`src/rtl/uart_pkg.sv`:
```
// Shared definitions for the USART controllers: the TX frame state
// encoding, parity mode encodings and the smallest usable bit period.
package uart_pkg;

  // The S_ prefix keeps the parity state literal clear of the PARITY
  // parameter that every controller carries.
  typedef enum logic [2:0] {
    S_IDLE,
    S_START,
    S_DATA,
    S_PARITY,
    S_STOP
  } state_e;

  localparam int PAR_NONE = 0;
  localparam int PAR_EVEN = 1;
  localparam int PAR_ODD  = 2;

  localparam logic [15:0] PRESCALER_MIN = 16'd2;

  // A bit period below two cycles cannot be sequenced, so those values are
  // raised to the minimum rather than rejected.
  function automatic logic [15:0] clamp_prescaler(input logic [15:0] p);
    return (p < PRESCALER_MIN) ? PRESCALER_MIN : p;
  endfunction

endpackage

```
`src/rtl/uart_tx_sched_if.sv`:
```
// Byte handshake between a requester and the UART transmit scheduler.
//   tx_data  : byte to send, LSB first
//   tx_valid : tx_data is valid; held by the requester until tx_ready
//   tx_ready : scheduler can accept a frame
interface uart_tx_sched_if #(
  parameter int DATA_BITS = 8
);

  logic [DATA_BITS-1:0] tx_data;
  logic                 tx_valid;
  logic                 tx_ready;

  modport master (output tx_data, output tx_valid, input tx_ready);
  modport slave  (input tx_data, input tx_valid, output tx_ready);

endinterface

```
`src/rtl/baud_tick_gen.sv`:
```
// Restartable bit-period counter. The period is captured on load and held
// until the next load, so a frame runs at one fixed rate.
//   clk, reset : system clock, synchronous active-low reset
//   load       : restart the count and capture prescaler (clamped)
//   run        : count while high
//   prescaler  : requested bit period in clk cycles
//   bit_end    : high on the last cycle (count P-1) of each bit period
module baud_tick_gen
  import uart_pkg::*;
(
  input  logic        clk,
  input  logic        reset,
  input  logic        load,
  input  logic        run,
  input  logic [15:0] prescaler,
  output logic        bit_end
);

  logic [15:0] period_q;
  logic [15:0] count_q;

  assign bit_end = run && (count_q == period_q - 16'd1);

  // NOTE: sequential state uses non-blocking assignments so every register
  // samples the values from before the edge, whatever the statement order.
  always_ff @(posedge clk) begin
    if (!reset) begin
      count_q  <= '0;
      period_q <= PRESCALER_MIN;
    end else if (load) begin
      count_q  <= '0;
      period_q <= clamp_prescaler(prescaler);
    end else if (run) begin
      count_q  <= bit_end ? '0 : count_q + 16'd1;
    end
  end

endmodule

```
`src/rtl/uart_tx_sched.sv`:
```
// UART transmit scheduler: accepts a byte over the handshake and sends
// start, data (LSB first), optional parity and stop bits on tx.
//   clk, reset : system clock, synchronous active-low reset
//   prescaler  : bit period in clk cycles, captured at frame accept
//   bus        : tx_data / tx_valid in, tx_ready out
//   tx         : registered serial line, idle high
//   busy       : frame in progress
//   done       : one-cycle pulse in the first idle cycle after a frame
module uart_tx_sched
  import uart_pkg::*;
#(
  parameter int DATA_BITS = 8,
  parameter int STOP_BITS = 1,
  parameter int PARITY    = PAR_NONE
) (
  input  logic                 clk,
  input  logic                 reset,
  input  logic [15:0]          prescaler,
  uart_tx_sched_if.slave       bus,
  output logic                 tx,
  output logic                 busy,
  output logic                 done
);

  localparam int BIT_CNT_W = $clog2(DATA_BITS + 1);
  localparam logic [BIT_CNT_W-1:0] LAST_DATA = BIT_CNT_W'(DATA_BITS - 1);
  localparam logic [BIT_CNT_W-1:0] LAST_STOP = BIT_CNT_W'(STOP_BITS - 1);

  state_e                 state_q, state_n;
  logic [BIT_CNT_W-1:0]   bit_cnt_q, bit_cnt_n;
  logic [DATA_BITS-1:0]   shreg_q, shreg_n;
  logic                   par_q, par_n;
  logic                   ready_q, ready_n;
  logic                   tx_n, busy_n, done_n;
  logic                   accept;
  logic                   bit_end;

  assign accept       = bus.tx_valid && ready_q;
  assign bus.tx_ready = ready_q;

  baud_tick_gen u_baud (
    .clk       (clk),
    .reset     (reset),
    .load      (accept),
    .run       (busy),
    .prescaler (prescaler),
    .bit_end   (bit_end)
  );

  // NOTE: every signal written here gets a default first; a path that left
  // one unassigned would infer a latch.
  always_comb begin
    state_n   = state_q;
    bit_cnt_n = bit_cnt_q;
    shreg_n   = shreg_q;
    par_n     = par_q;

    case (state_q)
      S_IDLE: begin
        if (accept) begin
          state_n   = S_START;
          bit_cnt_n = '0;
          shreg_n   = bus.tx_data;
          par_n     = (^bus.tx_data) ^ (PARITY == PAR_ODD);
        end
      end
      S_START: begin
        if (bit_end) begin
          state_n   = S_DATA;
          bit_cnt_n = '0;
        end
      end
      S_DATA: begin
        if (bit_end) begin
          shreg_n = shreg_q >> 1;
          if (bit_cnt_q == LAST_DATA) begin
            state_n   = (PARITY != PAR_NONE) ? S_PARITY : S_STOP;
            bit_cnt_n = '0;
          end else begin
            bit_cnt_n = bit_cnt_q + 1'b1;
          end
        end
      end
      S_PARITY: begin
        if (bit_end) begin
          state_n = S_STOP;
        end
      end
      S_STOP: begin
        if (bit_end) begin
          if (bit_cnt_q == LAST_STOP) begin
            state_n   = S_IDLE;
            bit_cnt_n = '0;
          end else begin
            bit_cnt_n = bit_cnt_q + 1'b1;
          end
        end
      end
      default: state_n = S_IDLE;
    endcase

    // Outputs are decoded from the next state so the registered copies line
    // up with the state they describe.
    case (state_n)
      S_START:  tx_n = 1'b0;
      S_DATA:   tx_n = shreg_n[0];
      S_PARITY: tx_n = par_n;
      default:  tx_n = 1'b1;
    endcase
    busy_n  = (state_n != S_IDLE);
    ready_n = (state_n == S_IDLE);
    done_n  = (state_q == S_STOP) && (state_n == S_IDLE);
  end

  always_ff @(posedge clk) begin
    if (!reset) begin
      state_q   <= S_IDLE;
      bit_cnt_q <= '0;
      shreg_q   <= '0;
      par_q     <= 1'b0;
      tx        <= 1'b1;
      busy      <= 1'b0;
      ready_q   <= 1'b1;
      done      <= 1'b0;
    end else begin
      state_q   <= state_n;
      bit_cnt_q <= bit_cnt_n;
      shreg_q   <= shreg_n;
      par_q     <= par_n;
      tx        <= tx_n;
      busy      <= busy_n;
      ready_q   <= ready_n;
      done      <= done_n;
    end
  end

endmodule

```
`src/flat_wrapper.sv`:
```
// flat-port wrapper written by rule: the top's interface ports become plain ports
module uart_tx_sched_flat import uart_pkg::*;
#(
  parameter int DATA_BITS = 8,
  parameter int STOP_BITS = 1,
  parameter int PARITY    = PAR_NONE
)
  (clk, reset, prescaler, tx, busy, done, bus_tx_data, bus_tx_valid, bus_tx_ready);
  uart_tx_sched_if #(.DATA_BITS(DATA_BITS)) bus_i ();
  input  logic clk;
  input  logic reset;
  input  logic [15:0] prescaler;
  output logic tx;
  output logic busy;
  output logic done;
  input wire logic [$bits(bus_i.tx_data)-1:0] bus_tx_data;
  input wire logic [$bits(bus_i.tx_valid)-1:0] bus_tx_valid;
  output wire logic [$bits(bus_i.tx_ready)-1:0] bus_tx_ready;
  assign bus_i.tx_data = bus_tx_data;
  assign bus_i.tx_valid = bus_tx_valid;
  assign bus_tx_ready = bus_i.tx_ready;
  uart_tx_sched #(.DATA_BITS(DATA_BITS), .STOP_BITS(STOP_BITS), .PARITY(PARITY)) u_core (.clk(clk), .reset(reset), .prescaler(prescaler), .bus(bus_i), .tx(tx), .busy(busy), .done(done));
endmodule
```
`config.mk`:
```
export PLATFORM = sky130hd
export DESIGN_NAME = uart_tx_sched_flat
export DESIGN_NICKNAME = d
export VERILOG_FILES = /design/src/rtl/uart_pkg.sv /design/src/rtl/uart_tx_sched_if.sv /design/src/rtl/baud_tick_gen.sv /design/src/rtl/uart_tx_sched.sv /design/src/flat_wrapper.sv
export SDC_FILE = /design/constraint.sdc
export NUM_CORES = 1
export LEC_CHECK = 0
export ABC_AREA = 1
export BUFFER_PORTS_ARGS = -buffer_cell sky130_fd_sc_hd__buf_2
export CAP_MARGIN = 20
export CORE_MARGIN = 3
export CORE_UTILIZATION = 50
export CTS_BUF_LIST = sky130_fd_sc_hd__clkbuf_16
export CTS_CLUSTER_SIZE = 20
export DETAILED_ROUTE_END_ITERATION = 8
export MAX_ROUTING_LAYER = met4
export PLACE_DENSITY = 0.8
export SLEW_MARGIN = 15
export SYNTH_ARGS = -nofsm -noshare
export SYNTH_HDL_FRONTEND = slang
export SYNTH_HIERARCHICAL = 1
export SYNTH_SLANG_ARGS = --single-unit
```
`constraint.sdc`:
```
create_clock -name clk -period 5.3 [get_ports clk]
set_input_delay 0 -clock clk [delete_from_list [all_inputs] [get_ports clk]]
set_output_delay 0 -clock clk [all_outputs]
set_load 0.1 [all_outputs]
```
Yosys cells after proc, flatten, opt, wreduce, memory -nomap -nowiden
Cells that the tools add are included.
- register bits after elaboration: 52
- latch bits: 0
- bits in writable memories: 0
- bits in read-only memories: 0
- input port bits: 27
- output and inout port bits: 4
- memories kept: 0
- add/sub/neg operators: 3
- multiply operators: 0
- div/mod/pow operators: 0
- magnitude comparators: 1
- equality and inequality tests: 13
- shifts and indexed selects: 0
- multiplexer cells: 23
- bitwise gates (word level): 1
- reduce and logical (&&, ||, !) cells: 13
- operators with widths (kind ; number):
    2-to-1 mux 16 bit ; 2
    2-to-1 mux 4 bit ; 6
    2-to-1 mux 3 bit ; 7
    adder 16 x 1 -> 16 bit (second input constant) ; 1
    == test 16 bit ; 1
    less-than comparator 16 x 2 -> 1 bit (second input constant) ; 1
    2-to-1 mux 8 bit ; 2
    case mux 4 bit (4 select lines) ; 1
    case mux 8 bit (2 select lines) ; 1
    subtractor 16 x 1 -> 16 bit (second input constant) ; 1
    case mux 3 bit (5 select lines) ; 1
    == test 3 x 2 -> 1 bit (second input constant) ; 4
    parity 8 bit ; 1
    == test 3 x 1 -> 1 bit (second input constant) ; 2
    logical NOT 3 bit ; 2
    != test 2 bit (second input constant) ; 3
    AND reduction 5 bit ; 1
    adder 4 x 1 -> 4 bit (second input constant) ; 1
    == test 4 x 3 -> 1 bit (second input constant) ; 1
    logical NOT 4 bit ; 1
    nonzero test 4 bit ; 1
    == test 3 bit (second input constant) ; 1
    logical AND 1 bit ; 3
    case mux 1 bit (3 select lines) ; 1
    other kinds (7) ; 8

Depth between registers and ports, before layout
Gate-level depths: netlist of run 1.
- depth after elaboration: 7
- gate-level depth with buffers: 19

Hierarchy
The synthesis of run 1 kept the hierarchy.
- by module, submodules not included (module ; times used ; cells an instance ; area an instance (sq um) ; seq. area each (sq um)):
    baud_tick_gen ; 1 ; 321 ; 2074.5 ; 640.6
    uart_tx_sched ; 1 ; 181 ; 1168.6 ; 400.4

Worst setup path after synthesis of run 1
OpenSTA, ideal clock, no wires.
- path type: reg2reg
- from: reg u_core.busy
- to: reg u_core.busy
- arrival time: 2718 ps
- required time: 5188 ps
- path slack: 2471 ps
- stages on the path, launching flop included: 14
- path buffers: 0
- path through: dfxtp_1 o21ai_0 nor2_1 nand3_1 nor4_1 nand3_1 nor2_1 inv_1 o21ai_0 o21ai_1 o21ai_0 nor2_2 nor2_2 inv_1
- longest elaborated chain between the ends: 4
- elaborated cells on any way between the ends: 7
- those cells by class: 5 x mux; 2 x reduce/logical
- RTL lines (item ; line ; source):
    start: declaration ; uart_tx_sched.sv:21 ; output logic busy,
    start signal: assignment ; uart_tx_sched.sv:131 ; busy <= busy_n;
    logical AND 1 bit * ; baud_tick_gen.sv:22 ; assign bit_end = run && (count_q == period_q - 16'd1);
    net u_core.bit_end ; uart_tx_sched.sv:36 ; logic bit_end;
    2-to-1 mux 3 bit (on tied branches) ; n/a ;
    case mux 3 bit (5 select lines) * ; uart_tx_sched.sv:58 ; case (state_q)
    nonzero test 3 bit * ; uart_tx_sched.sv:110 ; busy_n = (state_n != S_IDLE);
Mark *: on every way through the listed nets, which the timed path passes. The rest lies on a longest branch.
A chain may end at the register's enable or synchronous reset.

Worst setup path after layout of run 1
- from: reg u_core.u_baud.period_q[0]
- to: reg u_core.busy
- longest elaborated chain between the ends: 6
- elaborated cells on any way between the ends: 9
- those cells by class: 1 x add/sub; 1 x eq/ne; 5 x mux; 2 x reduce/logical
- RTL lines (item ; line ; source):
    start: declaration ; baud_tick_gen.sv:19 ; logic [15:0] period_q;
    start signal: assignment ; baud_tick_gen.sv:32 ; period_q <= clamp_prescaler(prescaler);
    subtractor 16 x 1 -> 16 bit * ; baud_tick_gen.sv:22 ;
    == test 16 bit * ; baud_tick_gen.sv:22 ;
    logical AND 1 bit * ; baud_tick_gen.sv:22 ;
    net u_core.bit_end ; uart_tx_sched.sv:36 ;
    2-to-1 mux 3 bit (on tied branches) ; n/a ;
    case mux 3 bit (5 select lines) * ; uart_tx_sched.sv:58 ;
    nonzero test 3 bit * ; uart_tx_sched.sv:110 ;
Marked as above.

==> flow_metrics.py, run 1 <==
metrics = {
    "critical_path": {
        "crit_type": "reg2reg",
        "arrival_ns": 2.93,
        "critPathTopFamily": "simple AND/OR/NAND/NOR gates",
        "worstSetupStartpointType": "flip-flop",
        "reg2reg_depth": 17,
        "crit_chain": "inv_1 > ha_1 > nand2_2 > nor2_4 > nand3_1 > nand2_1 > nand2_1 > nor4_1 > nand3_1 > nor2_1 > inv_1 > o21ai_0 > o21ai_1 > o21ai_0 > nor2_2 > nor2_2 > inv_1",
        "crit_fanout": 6,
        "reg2reg_slack_ns": 2.56,
        "crit_cells": 17,
        "crit_buf_inv": 3,
        "path_common_cell": "inv_1",
        "cpPeakStageDelay_ns": 0.40,
        "cp_slowest_cell": "nor2_1",
        "critPathCaptureType": "flip-flop",
        "worstPathRequired_ns": 5.48,
    },
    "placed_design": {
        "io_buffers": 30,
        "hpwl_mm": 5.90,
        "gp_congestion": 0.971,
    },
    "timing": {
        "finClkSkew_ns": 0.00452,
        "fmaxAchievable_ghz": 0.364,
        "slew_headroom_pct": 47.6,
        "post-route-period-util_pct": 51.8,
        "setup_violations": 0,
        "worstMarginPinSlew_ns": 0.784,
        "finalHoldViolCount": 0,
        "tns_ns": 0,
        "holdWs_ns": 0.0295,
        "period_needed_ns": 2.74,
        "rsz0062_at_grt": "false",
        "slew_viol_final": 0,
    },
    "synthesis": {
        "ys_types": 37,
        "ys_seq_area_share_pct": 32.1,
        "postSynthCellCount": 502,
        "synth_xor_area_share_pct": 5.40,
        "synthesis.area_sq_um": 3240,
        "synth-warning-count": 6,
        "synth_compound_area_share_pct": 9.07,
        "syn_area_per_cell_sq_um": 6.46,
        "synth_ff_type": "dfxtp_1",
        "syn_nets": 533,
        "synth_edf_count": 0,
        "ys_async_sr_fraction_pct": 0,
        "synth_simple_gate_area_share_pct": 43.0,
        "synth_top_family_by_area": "simple AND/OR/NAND/NOR gates",
        "muxShareOfSynthArea_pct": 0,
        "yosys_register_bits": 52,
        "synth_fa_ha_area_share_pct": 1.54,
    },
    "clock_network": {
        "clock_insertion_delay_worst_skew_ns": 0.28,
        "cts_max_path_buffers": 2,
        "h-tree-depth": 2,
        "cts_hold_buf": 17,
        "numCtsBuffers": 5,
        "cts.sink_count": 52,
        "clockRootBuffer": "clkbuf_16",
        "cts_tree": "yes",
        "cts_resized": 0,
        "cts_setup_buffers": 0,
        "clk_pin_slew_ns": 0.06,
    },
    "routing": {
        "drt-vias-per-instance": 5.19,
        "post_drt_wl_per_cell_microns": 12.6,
        "wl_mm": 7.90,
        "drc": 0,
        "drtAntennaViolNets": 0,
        "num_vias": 3251,
        "drt_pass1_iterations": 6,
        "first_iter_violations": 184,
    },
    "layout": {
        "syn_to_final_growth_pct": 15.6,
        "diodes": 0,
        "final_nets": 582,
        "drive_above_1_share_pct": 14.2,
        "final_common_cell": "nand2_1",
        "final_cell_mix": "170 x nand2_1, 63 x inv_1, 52 x dfxtp_1",
        "fillers": 602,
    },
    "die": {
        "top_level_ports": 31,
        "initial_core_util_pct": 53.2,
        "fp.coreArea_sq_um": 6100,
        "dieArea_sq_um": 7490,
        "die_x_microns": 86.5,
        "rows": 28,
        "die_y_microns": 86.5,
    },
    "global_route": {
        "grt_max_degree": 16,
        "antenna_found_initial": 0,
        "grt_usage_pct": 23.2,
        "grt_pass1_wl_mm": 13.6,
        "grt_pass1_vias": 3201,
        "grt_overflow_total": 0,
    },
    "hold_path": {
        "min_path_type": "in2reg",
        "hold_depth": 3,
    },
    "power": {
        "p_leak_nw": 1.82,
        "p_per_area_nw_per_um2": 270,
        "ir_drop_uv": 172,
    },
    "run_status": {
        "status": "finished clean",
    },
    "flow_run": {
        "drv_cap": 0,
    },
}
sequential cells by signal, summed over array words and instances (netlist names):
| name | flops |
|---|---|
| u_core/bus.tx_ready | 1 |
| u_core/bit_cnt_q | 4 |
| u_core/state_q | 3 |
| u_core/busy | 1 |
| u_core/tx | 1 |
| u_core/u_baud/count_q | 16 |
| u_core/u_baud/period_q | 16 |
| u_core/par_q | 1 |
| u_core/shreg_q | 8 |
| u_core/done | 1 |
power by group:
part	switching [mW]	total, mW	internal (mW)
clock network	0.131	0.301	0.170
logic	0.175	0.266	0.0911
registers	0.0266	0.443	0.417
total	0.333	1.01	0.678
final cells by class:
class	instances	area [sq um]	share of cell area, %
clock buffer	5	125	3.34
clock inverter	2	8.76	0.234
inverter	65	246	6.58
multi-input combinational	380	1910	51.0
sequential	52	1040	27.8
tap	75	93.8	2.50
timing repair buffer	47	320	8.54
layer usage:
layer / wire length, microns / vias to the layer above / global-route usage [%]
met4: 157 / 0 / 7.22
li1: - / 1684 / -
met2: 4140 / 79 / 41.9
met1: 3310 / 1473 / 25.7
met5: 0 / - / -
met3: 299 / 15 / 4.18
cell usage after synthesis, types with 4 or more instances:
cell type	n	area [sq um]
nand2_1	170	638
nor2_4	4	45.0
nand3_1	32	160
o21ai_0	19	95.1
nand4_1	4	25.0
nor2_1	47	176
xor2_1	15	131
inv_1	62	233
ha_1	4	50.1
a22oi_1	7	52.6
nor4_1	4	25.0
xnor2_1	5	43.8
nand2_2	7	43.8
nor2_2	19	119
nor3_1	5	25.0
dfxtp_1	52	1040
o21ai_1	5	25.0
a21oi_1	12	60.1
per-stage QoR:
| step | power (mW) | worst slack, ns | cell area, sq um | util, % | std cells |
|---|---|---|---|---|---|
| after floorplan | 0.650 | 2.47 | 3240 | - | 502 |
| after global placement | 0.699 | 2.68 | 3440 | 56.5 | 602 |
| after detailed placement | 0.704 | 2.58 | 3440 | 56.5 | 602 |
| after CTS | 1.02 | 2.55 | 3750 | 61.5 | 626 |
| after global routing | 1.07 | 2.22 | 3750 | 61.5 | 626 |
| final | 1.01 | 2.56 | 3750 | 61.5 | 626 |
kinds of logic after synthesis:
logic type | count (synthesis)
AOI/OAI and AO/OA | 51
xor gates and xnor gates | 20
adders and majority gates | 4
buffers and inverters | 70
DFF | 52
and+or+nand+nor | 305
tightest hold or removal path, stage by stage:
cell     delay [ns]
buf_2          0.09
nor2_1         0.04
a22oi_1        0.14
final timing paths:
check | startpoint | to
setup / recovery | u_core/u_baud/period_q[0] | u_core/busy
hold reg to reg | u_core/shreg_q[1] | u_core/shreg_q[1]
hold / removal | prescaler[1] | u_core/u_baud/period_q[1]
setup reg to reg | u_core/u_baud/period_q[0] | u_core/busy
Note: power is estimated with default switching activity, not from simulation.
==> inputs of run 2 (changes only) <==
- PLACE_DENSITY: 0.8 -> 0.83
- clock period: 5.3 -> 2.3 ns (I/O delays scaled with it)
==> flow_metrics.py, run 2 (synthesis results as in run 1) <==
metrics = {
    "routing": {
        "post_drt_wl_per_cell_microns": 14.1,
        "drc": 0,
        "drt_pass1_iterations": 5,
        "drtAntennaViolNets": 0,
        "wl_mm": 9.22,
        "drt-vias-per-instance": 5.36,
        "first_iter_violations": 256,
        "num_vias": 3496,
    },
    "timing": {
        "finClkSkew_ns": 0.00413,
        "period_needed_ns": 2.35,
        "post-route-period-util_pct": 102,
        "tns_ns": -0.267,
        "finalHoldViolCount": 0,
        "setup_ws_ns": -0.0495,
        "slew_viol_final": 0,
        "fmaxAchievable_ghz": 0.426,
        "setup_violations": 10,
        "slew_headroom_pct": 66.6,
        "worstMarginPinSlew_ns": 0.496,
        "rsz0062_at_grt": "true",
    },
    "die": {
        "die_y_microns": 86.5,
        "top_level_ports": 31,
        "dieArea_sq_um": 7490,
        "rows": 28,
        "fp.coreArea_sq_um": 6100,
        "initial_core_util_pct": 53.2,
        "die_x_microns": 86.5,
    },
    "critical_path": {
        "reg2reg_slack_ns": -0.05,
        "crit_fanout": 8,
        "critPathCaptureType": "flip-flop",
        "worstPathRequired_ns": 2.47,
        "cp-startpoint": "u_core/u_baud/period_q[1]",
        "r2r_start": "u_core/u_baud/period_q[1]",
        "timing.critical_path.to": "u_core/tx",
        "reg2reg_depth": 18,
        "arrival_ns": 2.52,
        "crit_type": "reg2reg",
        "r2r_end": "u_core/tx",
        "worstSetupStartpointType": "flip-flop",
    },
    "global_route": {
        "grt_max_degree": 17,
        "use_met1_pct": 26.2,
        "top_usage_layer": "met2",
        "grt_usage_pct": 24.3,
        "grt_overflow_total": 0,
        "met3_usage_pct": 3.42,
        "grt_pass1_vias": 3333,
        "grt_use_met2_pct": 42.8,
        "grt_pass1_wl_mm": 14.2,
        "antenna_found_initial": 0,
    },
    "hold_path": {
        "min_path_type": "in2reg",
    },
    "power": {
        "clockPowerShare_pct": 31.9,
        "p_per_area_nw_per_um2": 627,
        "p_int_mw": 1.75,
        "pwr-share-comb_pct": 28.7,
        "p_leak_nw": 1.99,
        "p_sw_share_pct": 33.2,
        "power_frac_seq_pct": 39.4,
        "ir_drop_uv": 440,
        "p_sw_mw": 0.870,
    },
    "clock_network": {
        "clock_insertion_delay_worst_skew_ns": 0.29,
        "cts_tree": "yes",
        "numCtsBuffers": 5,
        "clk_pin_slew_ns": 0.07,
        "h-tree-depth": 2,
        "cts.sink_count": 52,
        "cts_max_path_buffers": 2,
        "clockRootBuffer": "clkbuf_16",
    },
    "layout": {
        "syn_to_final_growth_pct": 28.9,
        "diodes": 0,
        "drive_above_1_share_pct": 25.6,
        "final_cell_mix": "164 x nand2_1, 59 x inv_1, 44 x dfxtp_1",
        "post-route-util_pct": 68.6,
        "largestRegisters": "u_core/u_baud/count_q: 16 flops, u_core/u_baud/period_q: 16 flops, u_core/shreg_q: 8 flops",
        "final_common_cell": "nand2_1",
        "final_nets": 607,
    },
    "run_status": {
        "status": "finished, violations left",
        "violations": "negative setup slack",
    },
    "placed_design": {
        "post-place-ws_ns": -0.114,
        "io_buffers": 30,
        "gp_congestion": 0.935,
        "hpwl_mm": 6.20,
    },
    "flow_run": {
        "drv_cap": 0,
    },
}
-- run 2: power groups by stage --
stage / clock (mW) / sequential (mW) / combinational, mW
finish: 0.836 / 1.03 / 0.752
global route: 0.889 / 1.04 / 0.822
CTS: 0.857 / 1.02 / 0.671
detailed placement: 0 / 1.04 / 0.623
global placement: 0 / 1.04 / 0.607
floorplan: 0 / 1.09 / 0.413
-- run 2: worst max-delay path, stage by stage, from the launching register on --
cell and delay, ns:
dfxtp_2 0.34, inv_2 0.08, ha_4 0.16, nand2_4 0.08, nor2_4 0.13, nand3_2 0.09
nand2_2 0.09, nand2_2 0.05, nor4_2 0.24, nand3_1 0.15, nor2_4 0.15, buf_6 0.15
nand2_4 0.08, inv_4 0.08, nor2_4 0.06, nand2_2 0.09, nand3_2 0.05, nand2_1 0.07
nand3_1 0.08
-- run 2: layout make-up --
class                           instances  area [sq um]
Inverter                               65           249
Fill cell                             467          1920
Multi-Input combinational cell        380          2090
Timing Repair Buffer                   72           524
Sequential cell                        52          1050
Clock inverter                          3          42.5
Clock buffer                            5           125
Tap cell                               75          93.8
-- run 2: how the worst min path moves through the flow --
| stage | startpoint | endpoint | slack (ns) | cells after the start |
|---|---|---|---|---|
| after floorplan | prescaler[14] | u_core/u_baud/period_q[14] | 0.11 | 2 |
| after global placement | prescaler[12] | u_core/u_baud/period_q[12] | 0.21 | 3 |
| after detailed placement | prescaler[11] | u_core/u_baud/period_q[11] | 0.22 | 3 |
| after CTS | reset | u_core/bit_cnt_q[2] | 0.002 | 3 |
| after global routing | prescaler[1] | u_core/u_baud/period_q[1] | 0.03 | 3 |
| final | reset | u_core/bit_cnt_q[2] | 0.02 | 3 |
-- run 2: stage by stage --
stage                     instances  power (mW)  cell area, sq um  hold slack [ns]
after floorplan                 502        1.50              3250            0.110
after global placement          619        1.64              3580            0.210
after detailed placement        619        1.66              3580            0.217
after CTS                       646        2.55              3970          0.00214
after global routing            652        2.75              4180           0.0323
final                           652        2.62              4180           0.0210
-- run 2: timing repair --
item | in CTS | in global routing
setup buffers | 3 | 6
endpoints found under the setup margin | 9 | 18
pin swaps | 13 | 25
hold buffers | 16 | 0
resized for setup | 17 | 42
hold endpoints to repair | 16 | 0
gates cloned | 0 | 0
-- run 2: per-layer routing --
| layer | up-vias | share of wire [%] |
|---|---|---|
| li1 | 1727 | - |
| met1 | 1560 | 38 |
| met2 | 152 | 50 |
| met3 | 57 | 5.5 |
| met4 | 0 | 5.8 |
| met5 | - | 0 |
